===== src/rtl/ows_pkg.sv =====
// Shared definitions for the 1-wire style pulse-width receiver: FSM state
// encoding, pulse classification results, default timing thresholds and the
// low-phase counter width helper.
package ows_pkg;

  // Receiver FSM states.
  typedef enum logic [1:0] {
    ST_IDLE  = 2'd0,  // waiting for the bus to be seen high
    ST_ARMED = 2'd1,  // bus high, waiting for the next falling edge
    ST_LOW   = 2'd2   // bus low, counting low-phase cycles
  } ows_state_e;

  // Meaning of a completed low pulse, judged from its length.
  typedef enum logic [1:0] {
    CLS_ERR  = 2'd0,  // too short to be a bit
    CLS_ONE  = 2'd1,
    CLS_ZERO = 2'd2,
    CLS_RST  = 2'd3   // long enough to be a bus reset
  } ows_class_e;

  // Default word size and timing thresholds, in clk cycles of low phase.
  localparam int OWS_DATA_WIDTH  = 8;
  localparam int OWS_T_ONE_MIN   = 500;
  localparam int OWS_T_ZERO_MIN  = 1500;
  localparam int OWS_T_RST_MIN   = 23950;
  localparam int OWS_SYNC_STAGES = 2;

  // The low counter must represent T_RST_MIN+1 (the shortest reset pulse)
  // without saturating, so it needs clog2(T_RST_MIN+2) bits.
  function automatic int ows_cnt_width(input int t_rst_min);
    return $clog2(t_rst_min + 2);
  endfunction

endpackage


===== src/rtl/ows_sync.sv =====
// Input synchroniser for the asynchronous bus level, plus single-cycle
// rise/fall strobes on the synchronised level.
module ows_sync #(
  parameter int SYNC_STAGES = 2
) (
  input  logic clk,
  input  logic rst_n,
  input  logic data_in,
  output logic din_s,
  output logic rise,
  output logic fall
);

  logic [SYNC_STAGES-1:0] sync_q;
  logic                   din_prev_q;

  // Shift the raw bus level through the synchroniser and remember the last
  // synchronised value for edge detection.
  // NOTE: the flops reset to 1 (idle bus level) so leaving reset never looks
  // like a falling edge on a bus that is high.
  always_ff @(posedge clk or negedge rst_n) begin
    if (!rst_n) begin
      sync_q     <= '1;
      din_prev_q <= 1'b1;
    end else begin
      sync_q     <= {sync_q[SYNC_STAGES-2:0], data_in};
      din_prev_q <= sync_q[SYNC_STAGES-1];
    end
  end

  assign din_s = sync_q[SYNC_STAGES-1];
  assign rise  = din_s & ~din_prev_q;
  assign fall  = ~din_s & din_prev_q;

endmodule


===== src/rtl/ows_rx_decoder.sv =====
// Pulse-width decoder for a 1-wire style bus. Each low pulse on the bus is
// measured and classified as a '1', a '0', a bus reset or a framing error.
// Bits are assembled LSB first into DATA_WIDTH-bit words presented on a
// valid/ready output; a word that completes while the previous one is still
// unconsumed is dropped and flagged as an overrun.
module ows_rx_decoder
  import ows_pkg::*;
#(
  parameter int DATA_WIDTH  = OWS_DATA_WIDTH,
  parameter int T_ONE_MIN   = OWS_T_ONE_MIN,
  parameter int T_ZERO_MIN  = OWS_T_ZERO_MIN,
  parameter int T_RST_MIN   = OWS_T_RST_MIN,
  parameter int SYNC_STAGES = OWS_SYNC_STAGES
) (
  input  logic                  clk,
  input  logic                  rst_n,
  input  logic                  data_in,
  input  logic                  abort,
  output logic [DATA_WIDTH-1:0] data_out,
  output logic                  data_valid,
  input  logic                  data_ready,
  output logic                  reset_det,
  output logic                  frame_err,
  output logic                  overrun,
  output logic                  busy
);

  localparam int CW = ows_cnt_width(T_RST_MIN);
  localparam int BW = $clog2(DATA_WIDTH + 1);

  localparam logic [CW-1:0] CNT_ONE_MIN  = CW'(T_ONE_MIN);
  localparam logic [CW-1:0] CNT_ZERO_MIN = CW'(T_ZERO_MIN);
  localparam logic [CW-1:0] CNT_RST_MIN  = CW'(T_RST_MIN);
  localparam logic [BW-1:0] BIT_LAST     = BW'(DATA_WIDTH - 1);

  // Synchronised bus level and its edges.
  logic din_s;
  logic rise;
  logic fall;

  ows_sync #(
    .SYNC_STAGES (SYNC_STAGES)
  ) u_sync (
    .clk     (clk),
    .rst_n   (rst_n),
    .data_in (data_in),
    .din_s   (din_s),
    .rise    (rise),
    .fall    (fall)
  );

  ows_state_e            state_q,   state_d;
  logic [CW-1:0]         cnt_q,     cnt_d;
  logic [BW-1:0]         bit_cnt_q, bit_cnt_d;
  logic [DATA_WIDTH-1:0] shreg_q,   shreg_d;
  logic [DATA_WIDTH-1:0] data_q,    data_d;
  logic                  valid_q,   valid_d;
  logic                  rst_det_q, rst_det_d;
  logic                  ferr_q,    ferr_d;
  logic                  ovr_q,     ovr_d;

  ows_class_e            cls;
  logic [DATA_WIDTH-1:0] shifted;

  // Judge the pulse length held in the low counter; longest class wins.
  always_comb begin
    if (cnt_q > CNT_RST_MIN) begin
      cls = CLS_RST;
    end else if (cnt_q > CNT_ZERO_MIN) begin
      cls = CLS_ZERO;
    end else if (cnt_q > CNT_ONE_MIN) begin
      cls = CLS_ONE;
    end else begin
      cls = CLS_ERR;
    end
  end

  // Shift register contents after accepting the bit just classified; new
  // bits enter at the top so the first bit received ends up in bit 0.
  always_comb begin
    shifted                 = shreg_q >> 1;
    shifted[DATA_WIDTH-1]   = (cls == CLS_ONE);
  end

  // Next-state logic: pulse measurement, bit assembly and output handshake.
  // NOTE: every _d signal takes its hold value first so no path through the
  // block leaves it unassigned, which would otherwise infer a latch.
  always_comb begin
    state_d   = state_q;
    cnt_d     = cnt_q;
    bit_cnt_d = bit_cnt_q;
    shreg_d   = shreg_q;
    data_d    = data_q;
    valid_d   = valid_q & ~data_ready;
    rst_det_d = 1'b0;
    ferr_d    = 1'b0;
    ovr_d     = 1'b0;

    if (abort) begin
      // Abandon the word in flight; the held output word is untouched.
      state_d   = ST_IDLE;
      cnt_d     = '0;
      bit_cnt_d = '0;
      shreg_d   = '0;
    end else begin
      case (state_q)
        ST_IDLE: begin
          if (din_s) begin
            state_d = ST_ARMED;
          end
        end

        ST_ARMED: begin
          if (fall) begin
            state_d = ST_LOW;
            cnt_d   = CW'(1);
          end
        end

        ST_LOW: begin
          if (rise) begin
            state_d = ST_ARMED;
            case (cls)
              CLS_RST: begin
                rst_det_d = 1'b1;
                shreg_d   = '0;
                bit_cnt_d = '0;
              end
              CLS_ERR: begin
                ferr_d    = 1'b1;
                bit_cnt_d = '0;
              end
              default: begin
                shreg_d = shifted;
                if (bit_cnt_q == BIT_LAST) begin
                  bit_cnt_d = '0;
                  // The slot is free if empty or being consumed this cycle.
                  if (!valid_q || data_ready) begin
                    data_d  = shifted;
                    valid_d = 1'b1;
                  end else begin
                    ovr_d = 1'b1;
                  end
                end else begin
                  bit_cnt_d = bit_cnt_q + BW'(1);
                end
              end
            endcase
          end else if (cnt_q != '1) begin
            cnt_d = cnt_q + CW'(1);
          end
        end

        default: begin
          state_d = ST_IDLE;
        end
      endcase
    end
  end

  // State and output registers.
  // NOTE: sequential state uses non-blocking assignments so every flop
  // samples the pre-edge values, independent of statement order.
  always_ff @(posedge clk or negedge rst_n) begin
    if (!rst_n) begin
      state_q   <= ST_IDLE;
      cnt_q     <= '0;
      bit_cnt_q <= '0;
      shreg_q   <= '0;
      data_q    <= '0;
      valid_q   <= 1'b0;
      rst_det_q <= 1'b0;
      ferr_q    <= 1'b0;
      ovr_q     <= 1'b0;
    end else begin
      state_q   <= state_d;
      cnt_q     <= cnt_d;
      bit_cnt_q <= bit_cnt_d;
      shreg_q   <= shreg_d;
      data_q    <= data_d;
      valid_q   <= valid_d;
      rst_det_q <= rst_det_d;
      ferr_q    <= ferr_d;
      ovr_q     <= ovr_d;
    end
  end

  assign data_out   = data_q;
  assign data_valid = valid_q;
  assign reset_det  = rst_det_q;
  assign frame_err  = ferr_q;
  assign overrun    = ovr_q;
  assign busy       = (bit_cnt_q != '0) || (state_q == ST_LOW);

endmodule


===== config.mk =====
export PLATFORM = sky130hd
export DESIGN_NAME = ows_rx_decoder
export DESIGN_NICKNAME = d
export VERILOG_FILES = /design/src/rtl/ows_pkg.sv /design/src/rtl/ows_sync.sv /design/src/rtl/ows_rx_decoder.sv
export SDC_FILE = /design/constraint.sdc
export NUM_CORES = 1
export LEC_CHECK = 0
export BUFFER_PORTS_ARGS = -buffer_cell sky130_fd_sc_hd__buf_2
export CORE_ASPECT_RATIO = 2
export CORE_MARGIN = 2
export CORE_UTILIZATION = 64
export DETAILED_ROUTE_END_ITERATION = 16
export PLACE_DENSITY = 0.91
export SLEW_MARGIN = 0
export SYNTH_ARGS = -nofsm -noshare
export SYNTH_HDL_FRONTEND = slang
export SYNTH_SLANG_ARGS = --single-unit
export TNS_END_PERCENT = 1

===== constraint.sdc =====
create_clock -name clk -period 4.7 [get_ports clk]
set_clock_uncertainty 0.05 [all_clocks]
set_input_delay 0.235 -clock clk [delete_from_list [all_inputs] [get_ports clk]]
set_output_delay 0.235 -clock clk [all_outputs]
set_load 0.01 [all_outputs]

After elaboration in Yosys (flattened, before gate mapping)
Index checks and enable logic that the tools add are counted.

word-level totals
  register bits = 44
  output and inout port bits = 13
  logic and storage cells = 93

cells by class
  add/sub/neg operators = 2
  bitwise operators = 8
  reductions and logical operators = 15
  magnitude comparators = 3
  equality and inequality tests = 12
  multiplexer cells = 42

operator list
  operator                                              count
  two-way mux 15 bit                                    4
  one-hot mux 15 bit (2 select lines)                   1
  two-way mux 8 bit                                     3
  two-way mux 1 bit                                     21
  two-way mux 4 bit                                     5
  one-hot mux 8 bit (2 select lines)                    1
  adder 15 x 1 -> 15 bit, second input constant         1
  > comparator 15 x 11 -> 1 bit, second input constant  1
  > comparator 15 bit, second input constant            1
  > comparator 15 x 9 -> 1 bit, second input constant   1
  != test 15 bit, second input constant                 1
  two-way mux 2 bit                                     6
  != test 3 bit, second input constant                  4
  one-hot mux 2 bit (3 select lines)                    1
  AND reduction 3 bit                                   2
  AND reduction 6 bit                                   1
  NOT 1 bit                                             5
  adder 4 x 1 -> 4 bit, second input constant           1
  == test 2 x 1 -> 1 bit, second input constant         2
  == test 2 bit, second input constant                  2
  == test 4 x 3 -> 1 bit, second input constant         1
  zero test 2 bit                                       2
  AND reduction 4 bit                                   1
  nonzero test 2 bit                                    2
  other kinds (9)                                       12

Logic depth before layout (Yosys ltp)
  depth in word-level cells = 10
  gate-level depth with buffers = 12
  gate-level depth less buffers = 10

Hierarchy
From an unflattened synthesis, not the netlist that was laid out.

second synthesis, totals
  cell total of the unflattened synthesis = 251
  area total of the unflattened synthesis = 2548.7 sq um

by module, submodules not included
  module          instances  area each (sq um)  cells each
  ows_rx_decoder  1          2454.9             246
  ows_sync        1          93.8               5

Worst setup path before layout
OpenSTA, ideal clock, no wires.

  kind = register to register
  start = register cnt_q[2]
  end = register data_q[0] (netlist: data_out[0])
  stages on the path, launching flop included = 13
  setup slack = 1646 ps
  arrival time = 2879 ps
  data required time = 4525 ps
  path through = dfrtp_1 clkbuf_1 nand3_1 a211oi_1 o32a_1 buf_2 a21oi_1 ha_1 inv_1 or4_4 nor2b_2 buf_6 mux2_2

between the ends
  cells in the longest elaborated chain, start to end = 8
  elaborated cells on any way between the ends = 11
  classes of those cells = order compare: 3; eq/ne: 1; mux: 3; bitwise: 1; reduce/logical: 3

ends and longest elaborated chain
  what                                              line                   source
  from (decl)                                       ows_rx_decoder.sv:53   logic [CW-1:0] cnt_q, cnt_d;
  from (signal assigned)                            ows_rx_decoder.sv:177  cnt_q <= cnt_d;
  > comparator 15 x 9 -> 1 bit                      ows_rx_decoder.sv:71   end else if (cnt_q > CNT_ONE_MIN) begin
  two-way mux 1 bit                                 ows_rx_decoder.sv:71
  two-way mux 2 bit                                 ows_rx_decoder.sv:69   end else if (cnt_q > CNT_ZERO_MIN) begin
  two-way mux 2 bit (*)                             ows_rx_decoder.sv:67   if (cnt_q > CNT_RST_MIN) begin
  == test 2 bit or zero test 2 bit (tied branches)  ows_rx_decoder.sv:123  case (cls)
  OR reduction 2 bit (no line) (*)                  --
  NOT 1 bit (no line) (*)                           --
  AND reduction 6 bit (no line) (*)                 --
  to (signal assigned)                              ows_rx_decoder.sv:180  data_q <= data_d;
  to (decl)                                         ows_rx_decoder.sv:56   logic [DATA_WIDTH-1:0] data_q, data_d;

Every way passes the cells marked *; elsewhere a longest branch is shown, timed or not.
A chain may end at the register's enable or synchronous reset.

Final worst setup path
  start = register cnt_q[2]
  end = register data_q[3] (netlist: data_out[3])

Same word-level chain as after synthesis.

==> metrics.txt <==
met3 wire len=183 um; drt first-iter violations=58; Top Layer Used=met4; met1 wire length=1.799 mm; xor/xnor cell area share of the yosys netlist=0; Placer Congestion=0.9854; Port Buffers=17; vias per cell=6.448; GRT Total Usage=0.2629; total die area=4187 um^2; Worst EP arrival=3.66 ns; total of max-cap violations=0; outcome=finished, final reports clean; FP Rows=31; fmax=283.0 MHz; met2 WL post-DR=2.656 mm; fin crit period=3.534 ns; ys async rst share=1.000; Max stage delay on crit path=0.55 ns; Mapped Area=2341 um^2; multiplexer area fraction after synthesis=0.04810; clock sink count=43; Syn Inst Count=233; synth unique cells=52; WL/cell=16.25 um; synth warn=0; CP startpoint kind=flip-flop; Post-synth EDFFs=0; share of cells above drive strength 1=0.1895; Seq/Total Area, Yosys=0.4613; Max-Slew Margin vs Limit=0.3730; Post-route DRC=0; Num CTS Buffers=5; top area cells in the synthesized netlist=dfrtp_1 43%, mux2_2 4.8%, ha_1 3.7%; Yosys top cell area share=0.4276; Starting Density=0.6560; commonest cells in the netlist=40 x dfrtp_1, 19 x nand2_1, 16 x nor2_1; post-CTS sizing=0; CTS tree=done; vias in the first global route=1,949; Pwr per Cell Area=252.5 nW/um^2; Via Count=1,915; Max Slew Vio Count=0; cell taking the most area after synthesis=dfrtp_1; Synth Flop Type=dfrtp_1; critical path class=reg -> reg; number of detailed-route iterations in the first pass=4; Worst Slack Setup Final=1.166 ns; DP Worst Slack=1.272 ns; Critical Path Slowest Stage Cell=or4_4; most frequent cell after synthesis=dfrtp_1; clock buffer depth=2; clock tree root driver cell=clkbuf_8; Post-Synth Adder-Cell Area=0.03741; Area Growth Syn to Fin=7.857%; Die Wd=46.77 um; setup TNS=0 ns; largest net degree at the start of global routing=44; nets=259; CTS H-tree depth=2; Max FO, Critical Path=11; Max IR drop VDD=0.2058 mV; diodes inserted=0; Syn Nets=245; number of antenna violations at the first check in global routing=0; RSZ-0062 raised after global routing=false; leakage power=1.185 nW; Yosys reg bits=43; largest family of logic cells by synthesized area=simple AND/OR/NAND/NOR gates; Mean Syn Cell Area=10.05 um^2; Tcrit/Tclk final=0.7518; total gr overflow=0; Cell Chain, Critical Path=nand3_1 -> a211oi_1 -> o32a_1 -> a21oi_1 -> ha_1 -> inv_1 -> or4_4 -> nor2b_2 -> mux2_2; CP Data Required Time=4.83 ns; die span in y=89.53 um; Critical Path End Type=flip-flop; compound-gate portion of the synthesized area=0.1908; first-pass GRT wire length=8.114 mm; Routed Antenna Nets=0; core area=3568 um^2; dpl hpwl=3.529 mm; Post-Synth Simple-Gate Area=0.2191; clock-pin slew on the worst setup and hold paths=0.08 ns; Ports=18; final hold vios=0; Least-Margin Pin Slew=0.9405 ns; later-pin clock latency in the skew report=0.29 ns; Worst Hold Class=in -> async; Final setup viols=0; Detailed Route WL=4.825 mm
-- metal layers --
metal / up-vias / track usage
li1: 895 / -
met3: 21 / 0.04242
met2: 82 / 0.4608
met1: 917 / 0.2677
met4: 0 / 0.1742
met5: - / 0
-- flip-flops by register name, summed over array words and instances (netlist names) --
| register | count |
|---|---|
| bit_cnt_q | 4 |
| cnt_q | 15 |
| data_out | 8 |
| data_valid | 1 |
| frame_err | 1 |
| overrun | 1 |
| reset_det | 1 |
| shreg_q | 7 |
| state_q | 2 |
| u_sync.din_prev_q | 1 |
| u_sync.sync_q | 2 |
-- power breakdown --
group	internal (mW)	switching [mW]	total (mW)	leakage, nW
clock network	0.102	0.125	0.226	0.0477
registers	0.374	0.00525	0.379	0.587
logic	0.00986	0.0219	0.0318	0.550
-- through the flow --
step | hold slack, ns | instance area, um^2 | instances | utilization | power [mW]
final | 0.03513 | 2525 | 297 | 0.7076 | 0.6376
after global routing | 0.1006 | 2525 | 297 | 0.7076 | 0.6602
after CTS | 0.05732 | 2525 | 297 | 0.7076 | 0.6398
after detailed placement | 0.2916 | 2431 | 288 | 0.6813 | 0.4180
after global placement | 0.2893 | 2431 | 288 | 0.6813 | 0.4174
after floorplan | -0.1106 | 2341 | 233 | - | 0.4028
-- area by class of cell --
| class | instances | area, um^2 |
|---|---|---|
| clock buffers | 5 | 68.82 |
| clock inverters | 3 | 15.01 |
| fillers | 273 | 1044 |
| inverters | 12 | 45.04 |
| multi-input cells | 167 | 1160 |
| flip-flops and latches | 43 | 1080 |
| well taps | 49 | 61.31 |
| repair buffers | 18 | 95.09 |
-- repair_timing --
action / 4_1_cts / 5_1_grt
hold endpoints to repair: 1 / 0
endpoints found under the setup margin: 0 / 0
hold buffers: 1 / 0
setup buffers: 0 / 0
-- cells by family (layout without fill, tap and decap cells) --
logic type,after synthesis,after routing
AO/OA/AOI/OAI,59,59
adder cells (fa/ha/maj),7,7
buffers and inverters,23,38
flip-flops,43,43
multiplexers,10,10
AND/OR/NAND/NOR,91,91
-- placed cells by master (no fill, tap or decap), types with 3 or more instances in the layout --
cell type and n:
o21ai_0 5, o2bb2ai_1 7, nand4_1 3, clkinv_2 3
nor3_1 8, a211o_1 4, and4_1 3, and3_1 4
clkbuf_8 5, a31oi_1 8, nor2_1 16, a211oi_1 6
nand2_1 19, nand3_1 9, mux2_2 10, or3_1 5
inv_1 12, dfstp_2 3, nor4_1 5, a21o_1 5
a21oi_1 9, ha_1 7, dfrtp_1 40, buf_2 17
-- critical path: cells and delay by family (launching register included) --
kind	cells	cell delay [ns]
flip-flops	1	0.52
multiplexers	1	0.39
buffers and inverters	1	0.06
adder cells (fa/ha/maj)	1	0.38
AO/OA/AOI/OAI	3	0.83
AND/OR/NAND/NOR	3	1.19
-- path summary, 6_finish.rpt --
kind                            depth (start not counted)                to        startpoint  slack [ns]
max in group asynchronous                               1        shreg_q[1]             rst_n        3.99
min in group clk                                        3           overrun        data_ready        0.18
worst max-delay path                                    9       data_out[3]          cnt_q[2]        1.17
worst max register to register                          9       data_out[3]          cnt_q[2]        1.17
worst min-delay path                                    1      bit_cnt_q[1]             rst_n        0.04
worst min register to register                          0  u_sync.sync_q[1]  u_sync.sync_q[0]        0.31
(Power assumes the default switching activity.)
